<file path="config.mk">
export PLATFORM = sky130hd
export DESIGN_NAME = instr_cache_refill_ctrl
export DESIGN_NICKNAME = d
export VERILOG_FILES = /design/src/rtl/instr_cache_pkg.sv /design/src/rtl/refill_line_buffer.sv /design/src/rtl/instr_cache_refill_ctrl.sv
export SDC_FILE = /design/constraint.sdc
export NUM_CORES = 1
export LEC_CHECK = 0
export CAP_MARGIN = 20
export CORE_ASPECT_RATIO = 1.5
export CORE_UTILIZATION = 59
export CTS_BUF_LIST = sky130_fd_sc_hd__clkbuf_2 sky130_fd_sc_hd__clkbuf_4 sky130_fd_sc_hd__clkbuf_8
export CTS_CLUSTER_DIAMETER = 50
export DETAILED_ROUTE_END_ITERATION = 7
export PLACE_DENSITY_LB_ADDON = 0.3
export SLEW_MARGIN = 20
export SYNTH_ARGS = -nofsm -noshare
export SYNTH_HDL_FRONTEND = slang
export SYNTH_SLANG_ARGS = --single-unit
</file>
<file path="constraint.sdc">
create_clock -name clk_i -period 7.8 [get_ports clk_i]
set_clock_uncertainty 0.15 [all_clocks]
set_input_delay 1.56 -clock clk_i [delete_from_list [all_inputs] [get_ports clk_i]]
set_output_delay 1.56 -clock clk_i [all_outputs]
set_load 0.1 [all_outputs]
</file>
<file path="src/rtl/instr_cache_pkg.sv">
// Shared types for the instruction-cache refill path.
package instr_cache_pkg;

  typedef enum logic [2:0] {
    IDLE,
    REQ,
    COLLECT,
    WRITE,
    DONE
  } refill_state_t;

  localparam int unsigned REP_WORD_W = 64;

endpackage

</file>
<file path="src/rtl/refill_line_buffer.sv">
// NB-entry beat store for one cache line; synchronous write, asynchronous read.
module refill_line_buffer
  import instr_cache_pkg::*;
#(
  parameter int unsigned NB = 8,
  parameter int unsigned IW = $clog2(NB)
) (
  input  logic                  clk_i,
  input  logic                  wr_en,
  input  logic [IW-1:0]         wr_idx,
  input  logic [REP_WORD_W-1:0] wr_data,
  input  logic [IW-1:0]         rd_idx,
  output logic [REP_WORD_W-1:0] rd_data
);

  logic [REP_WORD_W-1:0] mem_q [NB];
  logic [REP_WORD_W-1:0] mem_d [NB];

  always_comb begin
    mem_d = mem_q;
    if (wr_en) mem_d[wr_idx] = wr_data;
  end

  // Data is deliberately not reset; every entry is rewritten before it is read.
  always_ff @(posedge clk_i) begin
    mem_q <= mem_d;
  end

  assign rd_data = mem_q[rd_idx];

endmodule

</file>
<file path="src/rtl/instr_cache_refill_ctrl.sv">
// L1 instruction miss handler: requests a block from L2, buffers its beats and
// replays them to the cache sets as one unbroken burst.
module instr_cache_refill_ctrl
  import instr_cache_pkg::*;
#(
  parameter int unsigned B      = 64,
  parameter int unsigned ADDR_W = 32
) (
  input  logic                  clk_i,
  input  logic                  reset_i,
  input  logic                  miss_i,
  input  logic [ADDR_W-1:0]     addr_i,
  output logic                  l2_req_o,
  output logic [ADDR_W-1:0]     l2_addr_o,
  input  logic                  l2_ack_i,
  input  logic                  l2_rvalid_i,
  input  logic [63:0]           l2_rdata_i,
  output logic                  rep_active_o,
  output logic [63:0]           rep_word_o,
  output logic                  stall_o,
  output logic [31:0]           miss_count_o
);

  localparam int unsigned NB = B / 8;
  localparam int unsigned CW = $clog2(NB);
  localparam logic [CW-1:0] LAST_BEAT = CW'(NB - 1);
  localparam logic [ADDR_W-1:0] OFFSET_MASK = ADDR_W'(B - 1);

  refill_state_t         state_q, state_d;
  logic [CW-1:0]         rx_cnt_q, rx_cnt_d;
  logic [CW-1:0]         tx_cnt_q, tx_cnt_d;
  logic [ADDR_W-1:0]     l2_addr_q, l2_addr_d;
  logic [31:0]           miss_count_q, miss_count_d;
  logic                  buf_wr_en;
  logic [REP_WORD_W-1:0] buf_rd_data;

  always_comb begin
    state_d      = state_q;
    rx_cnt_d     = rx_cnt_q;
    tx_cnt_d     = tx_cnt_q;
    l2_addr_d    = l2_addr_q;
    miss_count_d = miss_count_q;
    buf_wr_en    = 1'b0;
    case (state_q)
      IDLE: begin
        if (miss_i) begin
          state_d   = REQ;
          l2_addr_d = addr_i & ~OFFSET_MASK;
          rx_cnt_d  = '0;
          if (miss_count_q != '1) miss_count_d = miss_count_q + 32'd1;
        end
      end
      REQ: begin
        if (l2_ack_i) state_d = COLLECT;
      end
      COLLECT: begin
        if (l2_rvalid_i) begin
          buf_wr_en = 1'b1;
          if (rx_cnt_q == LAST_BEAT) begin
            rx_cnt_d = '0;
            tx_cnt_d = '0;
            state_d  = WRITE;
          end else begin
            rx_cnt_d = rx_cnt_q + CW'(1);
          end
        end
      end
      WRITE: begin
        if (tx_cnt_q == LAST_BEAT) begin
          tx_cnt_d = '0;
          state_d  = DONE;
        end else begin
          tx_cnt_d = tx_cnt_q + CW'(1);
        end
      end
      DONE: begin
        state_d = IDLE;
      end
      default: state_d = IDLE;
    endcase
  end

  always_ff @(posedge clk_i or posedge reset_i) begin
    if (reset_i) begin
      state_q      <= IDLE;
      rx_cnt_q     <= '0;
      tx_cnt_q     <= '0;
      l2_addr_q    <= '0;
      miss_count_q <= '0;
    end else begin
      state_q      <= state_d;
      rx_cnt_q     <= rx_cnt_d;
      tx_cnt_q     <= tx_cnt_d;
      l2_addr_q    <= l2_addr_d;
      miss_count_q <= miss_count_d;
    end
  end

  refill_line_buffer #(
    .NB (NB),
    .IW (CW)
  ) u_line_buf (
    .clk_i   (clk_i),
    .wr_en   (buf_wr_en),
    .wr_idx  (rx_cnt_q),
    .wr_data (l2_rdata_i),
    .rd_idx  (tx_cnt_q),
    .rd_data (buf_rd_data)
  );

  assign l2_req_o     = (state_q == REQ);
  assign l2_addr_o    = l2_addr_q;
  assign rep_active_o = (state_q == WRITE);
  // Masked so the unreset buffer never leaks onto rep_word_o outside a burst.
  assign rep_word_o   = rep_active_o ? buf_rd_data : '0;
  assign stall_o      = miss_i | (state_q != IDLE);
  assign miss_count_o = miss_count_q;

endmodule

</file>
; ---- Word-level counts from Yosys, hierarchy flattened
; Cells that the tools add are included.
; W data, S select, Z words.
[op_classes]
add_sub_neg = 3
multipliers = 0
div = 0
order_cmp = 3
eq_ne = 11
shifts = 0
muxes = 23
bitwise_logic = 3
reduce_logical = 10
[ops]
columns = op, count
row1 = $bwmux W512, 1
row2 = $mux W64, 4
row3 = $bmux W64 S3, 1
row4 = $demux W64 S3, 1
row5 = $mux W3, 11
row6 = $add A32 B1 Y32 const B, 1
row7 = $ne A32 B32 Y1 const B, 1
row8 = $pmux W3 S2, 2
row9 = $pmux W3 S4, 1
row10 = $reduce_and A3 Y1, 3
row11 = $ge A4 B4 Y1 const B, 2
row12 = $not A3 Y4, 2
row13 = $add A3 B1 Y3 const B, 2
row14 = $eq A3 B2 Y1 const B, 2
row15 = $eq A3 B3 Y1 const B, 2
row16 = $ne A2 B2 Y1 const B, 3
row17 = $reduce_and A5 Y1, 1
row18 = $lt A4 B1 Y1 const B, 1
row19 = $ne A2 B1 Y1 const B, 2
row20 = $reduce_bool A2 Y1, 2
row21 = $eq A3 B1 Y1 const B, 1
row22 = $logic_not A3 Y1, 1
row23 = $reduce_bool A3 Y1, 1
row24 = $mux W1, 2
row25 = other kinds (3), 3
[word_totals]
register_bits = 579
latchBits = 0
ram_bits = 0
romBits = 0
output_inout_bits = 131
word_cells = 66
memories = 0

; ---- Logic depth before layout (Yosys ltp)
[depth]
word_depth = 6
depth_mapped = 7

; ---- Cells and area by module
; From an unflattened synthesis, not the netlist that was laid out.
[hier_totals]
hier_cells = 1145
hier_area_um2 = 22809.4
[by_module_without_submodules]
columns = mod, instances, cells_per_inst, area_per_inst_um2
row1 = refill_line_buffer, 1, 752, 19266.0
row2 = instr_cache_refill_ctrl, 1, 393, 3543.4

; ---- Worst setup path after synthesis
; OpenSTA, ideal clock, no wires.
[synth_path]
path_type = input-to-reg
from = input l2_rvalid_i
to = register u_line_buf.mem_q[448] (netlist name), enable pin
setup_time_ps = 565
arrival_ps = 6360
required_time_ps = 7085
setup_slack_ps = 725
cell_stages = 4
path_buffers = 1
cell_sequence = and3b_1 > clkbuf_1 > nand2b_1 > nor3_1
[synth_via]
elab_chain_cells = 2
[synth_rtl]
columns = element, line
row1 = from (decl), instr_cache_refill_ctrl.sv:16  ; input logic l2_rvalid_i,
row2 = $mux W1, instr_cache_refill_ctrl.sv:57  ; if (l2_rvalid_i) begin
row3 = $mux W1, instr_cache_refill_ctrl.sv:44  ; case (state_q)
row4 = to (signal assigned), refill_line_buffer.sv:26  ; mem_q <= mem_d;
row5 = to (decl), refill_line_buffer.sv:16  ; logic [REP_WORD_W-1:0] mem_q [NB];
; No other way between the ends.
; A chain may end at the register's enable or synchronous reset.

; ---- Worst setup path in the final report
[layout_path]
from = register tx_cnt_q[1]
to = output rep_word_o[0]
[layout_via]
elab_chain_cells = 5
[layout_rtl]
columns = element, line
row1 = from (decl), instr_cache_refill_ctrl.sv:31  ; logic [CW-1:0] tx_cnt_q, tx_cnt_d;
row2 = from (signal assigned), instr_cache_refill_ctrl.sv:93  ; tx_cnt_q <= tx_cnt_d;
row3 = $not A3 Y4 (not written as such), refill_line_buffer.sv:29  ; assign rd_data = mem_q[rd_idx];
row4 = $bmux W64 S3, refill_line_buffer.sv:29
row5 = $mux W64 (not written as such) (2 in a row), refill_line_buffer.sv:29
row6 = $mux W64, instr_cache_refill_ctrl.sv:115  ; assign rep_word_o = rep_active_o ? buf_rd_data : '0;
row7 = to (decl), instr_cache_refill_ctrl.sv:19  ; output logic [63:0] rep_word_o,
; No other way between the ends. The select of a mux whose other input is x is not followed.

==> impl_metrics.tcl <==
set metrics [dict create \
    grt_setup_unrepaired "false" \
    die_h_um 240.9 \
    cts_max_level 3 \
    startpoint_type "flip-flop" \
    cts_hold_buf 0 \
    cts_setup_buffers 0 \
    rows 87 \
    timing.final.max_slew_violations 0 \
    first_pass_iters 5 \
    maxCapViolCount 0 \
    holdCritPathClass "flip-flop to flip-flop" \
    synth_cells 1078 \
    syn_avg_cell_area_um2 20.82 \
    nets 1451 \
    syn_to_final_growth_pct 19.22 \
    layout-drive-gt1-share_pct 22.35 \
    period_needed_ns 5.876 \
    max_freq_ghz 0.1702 \
    grt_pass1_wl_um 64510 \
    ir_drop_mv 0.3874 \
    final_antenna_net_count 0 \
    die_x_um 161.3 \
    final_core_util_pct 71.25 \
    drc 0 \
    fin_setup_tns_ns 0 \
    crit_path_start "tx_cnt_q[1]$_DFFE_PP0P_" \
    worstHoldStart "miss_count_o[30]$_DFFE_PP0P_" \
    port_buffers 219 \
    placedInstanceArea_mm2 0.02523 \
    comb_power_share_pct 42.4 \
    power.leakage_nw 8.935 \
    grt_max_degree 68 \
    dp_hpwl_um 23020 \
    status "finished clean" \
    synth.distinct_cells 39 \
    slew_headroom_pct 25.40 \
    setup_viol 0 \
    worst-path-max-fanout 57 \
    die-area_mm2 0.03884 \
    pwr-share-seq_pct 37.0 \
    synthFlopType "edfxtp_1" \
    swShare_pct 41.74 \
    clock-root-buffer "clkbuf_8" \
    cts_buffer_depth 3 \
    worstPathRequired_ns 6.09 \
    p_int_w 0.006199 \
    switchingPower_w 0.004442 \
    grt_pass1_vias 11530 \
    yosysWarningCount 0 \
    ys_async_sr_fraction_pct 11.57 \
    clkLatencyLatePin_ns 0.62 \
    fin_hold_ws_ns 0.3548 \
    coreArea_mm2 0.03755 \
    cts_tree "yes" \
    overflow 0 \
    end_kind "output pin" \
    numCtsBuffers 79 \
    gp_congestion 0.7565 \
    antenna_found_initial 5 \
    vias 11160 \
    power_frac_clock_pct 20.6 \
    num_io_pins 232 \
    hold_viol 0 \
    post-route-period-util_pct 75.33 \
    path_class "flip-flop to output pin" \
    initial_core_util_pct 59.77 \
    totalWireLength_um 42560 \
    netlist_area_mm2 0.02245 \
    worst_slew_pin_slew_ns 1.115 \
    clkSinkCount 579 \
    dr.first_iter.drc_count 783 \
    clk_pin_slew_worst_paths_ns 0.07 \
    fin_area_mm2 0.02676 \
    synth_edf_count 512 \
    routedWlPerCell_um 22.42 \
    cts_resized 0 \
    r2r-start "state_q[1]$_DFFE_PP0P_" \
    ys_ff_latch 579 \
    crit_arrival_ns 4.17 \
    grt_usage_pct 22.53 \
    pwr_density_cell_mw_per_mm2 397.7 \
    viasPerCell 5.878 \
    yosysSeqAreaShare_pct 75.97 \
]
==> layout make-up <==
class	instances	area (µm²)
fillers	2293	10800
clock buffers	106	1334
multi-input cells	443	5200
inverters	5	18.77
diodes	4	10.01
flip-flops and latches	579	17060
well taps	489	611.8
repair buffers	237	2340
clock inverters	35	182.7
==> worst paths after layout <==
check                                                        to  slack, ns  cells past startpoint
max in group asynchronous               tx_cnt_q[0]$_DFFE_PP0P_       5.49                      3
min in group asynchronous             l2_addr_o[23]$_DFFE_PP0P_       1.38                      3
worst max-delay path                              rep_word_o[0]       1.92                      5
worst min register to register     miss_count_o[30]$_DFFE_PP0P_       0.35                      1
worst min-delay path               miss_count_o[30]$_DFFE_PP0P_       0.35                      1
worst max register to register  u_line_buf.mem_q[347]$_DFFE_PP_       4.21                      5
==> registers in the layout, indices dropped and copies added, names as in the netlist <==
register / flops
rx_cnt_q: 3
u_line_buf.mem_q: 512
l2_addr_o: 26
tx_cnt_q: 3
miss_count_o: 32
state_q: 3
==> synth_stat cells, types with 10 or more instances <==
cell type	instances	area share, %
xor2_1	14	0.55
mux2_2	28	1.4
xnor2_1	16	0.62
buf_2	16	0.36
nand2_1	18	0.30
nand4_1	15	0.42
edfxtp_1	512	68
nor2_1	85	1.4
mux2i_1	64	2.9
nor3_1	10	0.22
clkbuf_1	25	0.42
dfrtp_1	67	7.5
mux4_2	128	13
==> stage by stage <==
step | setup WS (ns) | power [W] | cells
3_5_place_dp | 2.453 | 0.008564 | 1753
3_3_place_gp | 2.439 | 0.008519 | 1753
2_1_floorplan | 0.7251 | 0.007488 | 1083
4_1_cts | 1.755 | 0.01075 | 1894
6_report | 1.924 | 0.01064 | 1898
5_1_grt | 1.632 | 0.01104 | 1898
==> critical path: stages (launching register included) <==
cell and delay, ns:
dfrtp_4 0.96, buf_4 0.62, mux4_2 0.31, mux2i_1 0.07
nor2_1 0.28, clkdlybuf4s50_1 1.20
==> cell usage in the layout, fill, tap and decap left out, types with 3 or more instances in the layout <==
cell             synthesis  layout
a22o_1                   4       4
and3_1                   3       3
and4_1                   5       5
buf_4                    7      17
clkbuf_4                 0      20
clkbuf_8                 0      86
clkdlybuf4s50_1          0     219
clkinv_1                 0      21
clkinv_2                 0      10
conb_1                   1       6
dfrtp_1                 67      64
dfrtp_4                  0       3
diode_2                  0       4
edfxtp_1               512     512
ha_1                     5       5
inv_1                    5       4
mux2_2                  28      28
mux2i_1                 64      64
mux4_2                 128     128
nand2_1                 18      17
nand2b_1                 5       5
nand3_1                  8       8
nand4_1                 15      15
nand4_2                  3       3
nor2_1                  85      79
nor2_4                   0       6
nor3_1                  10       8
nor4_1                   7       7
o21ai_0                  3       3
xnor2_1                 16      16
xor2_1                  14      14
==> cells by family (layout without fill, tap and decap cells) <==
family | after synthesis | in the layout | share of synthesized area (%)
simple gates | 167 | 167 | 3.646
compound gates | 14 | 14 | 0.5406
fa+ha+maj | 5 | 5 | 0.2787
flops | 579 | 579 | 75.97
xor+xnor | 30 | 30 | 1.171
mux | 221 | 221 | 17.15
buf+inv | 61 | 383 | 1.226
other cells | 1 | 10 | 0.01671
==> power by group through the flow <==
stage,logic (W),registers [W],clock network (W)
2_1_floorplan,0.00312,0.00437,0
3_3_place_gp,0.00452,0.00399,0
3_5_place_dp,0.00455,0.00401,0
4_1_cts,0.00456,0.00395,0.00224
5_1_grt,0.00470,0.00398,0.00237
6_report,0.00452,0.00393,0.00219
==> routing by layer <==
layer / wire length (µm) / global-route usage, % / part of all wire [%] / vias up
met5: 14 / 0 / 0.033 / -
met4: 1133 / 9.949 / 2.7 / 2
met3: 2130 / 3.282 / 5.0 / 75
met2: 22300 / 38.69 / 52 / 352
met1: 16990 / 28.85 / 40 / 5818
li1: - / - / - / 4909
No activity file was read; power rests on OpenSTA's default activity.
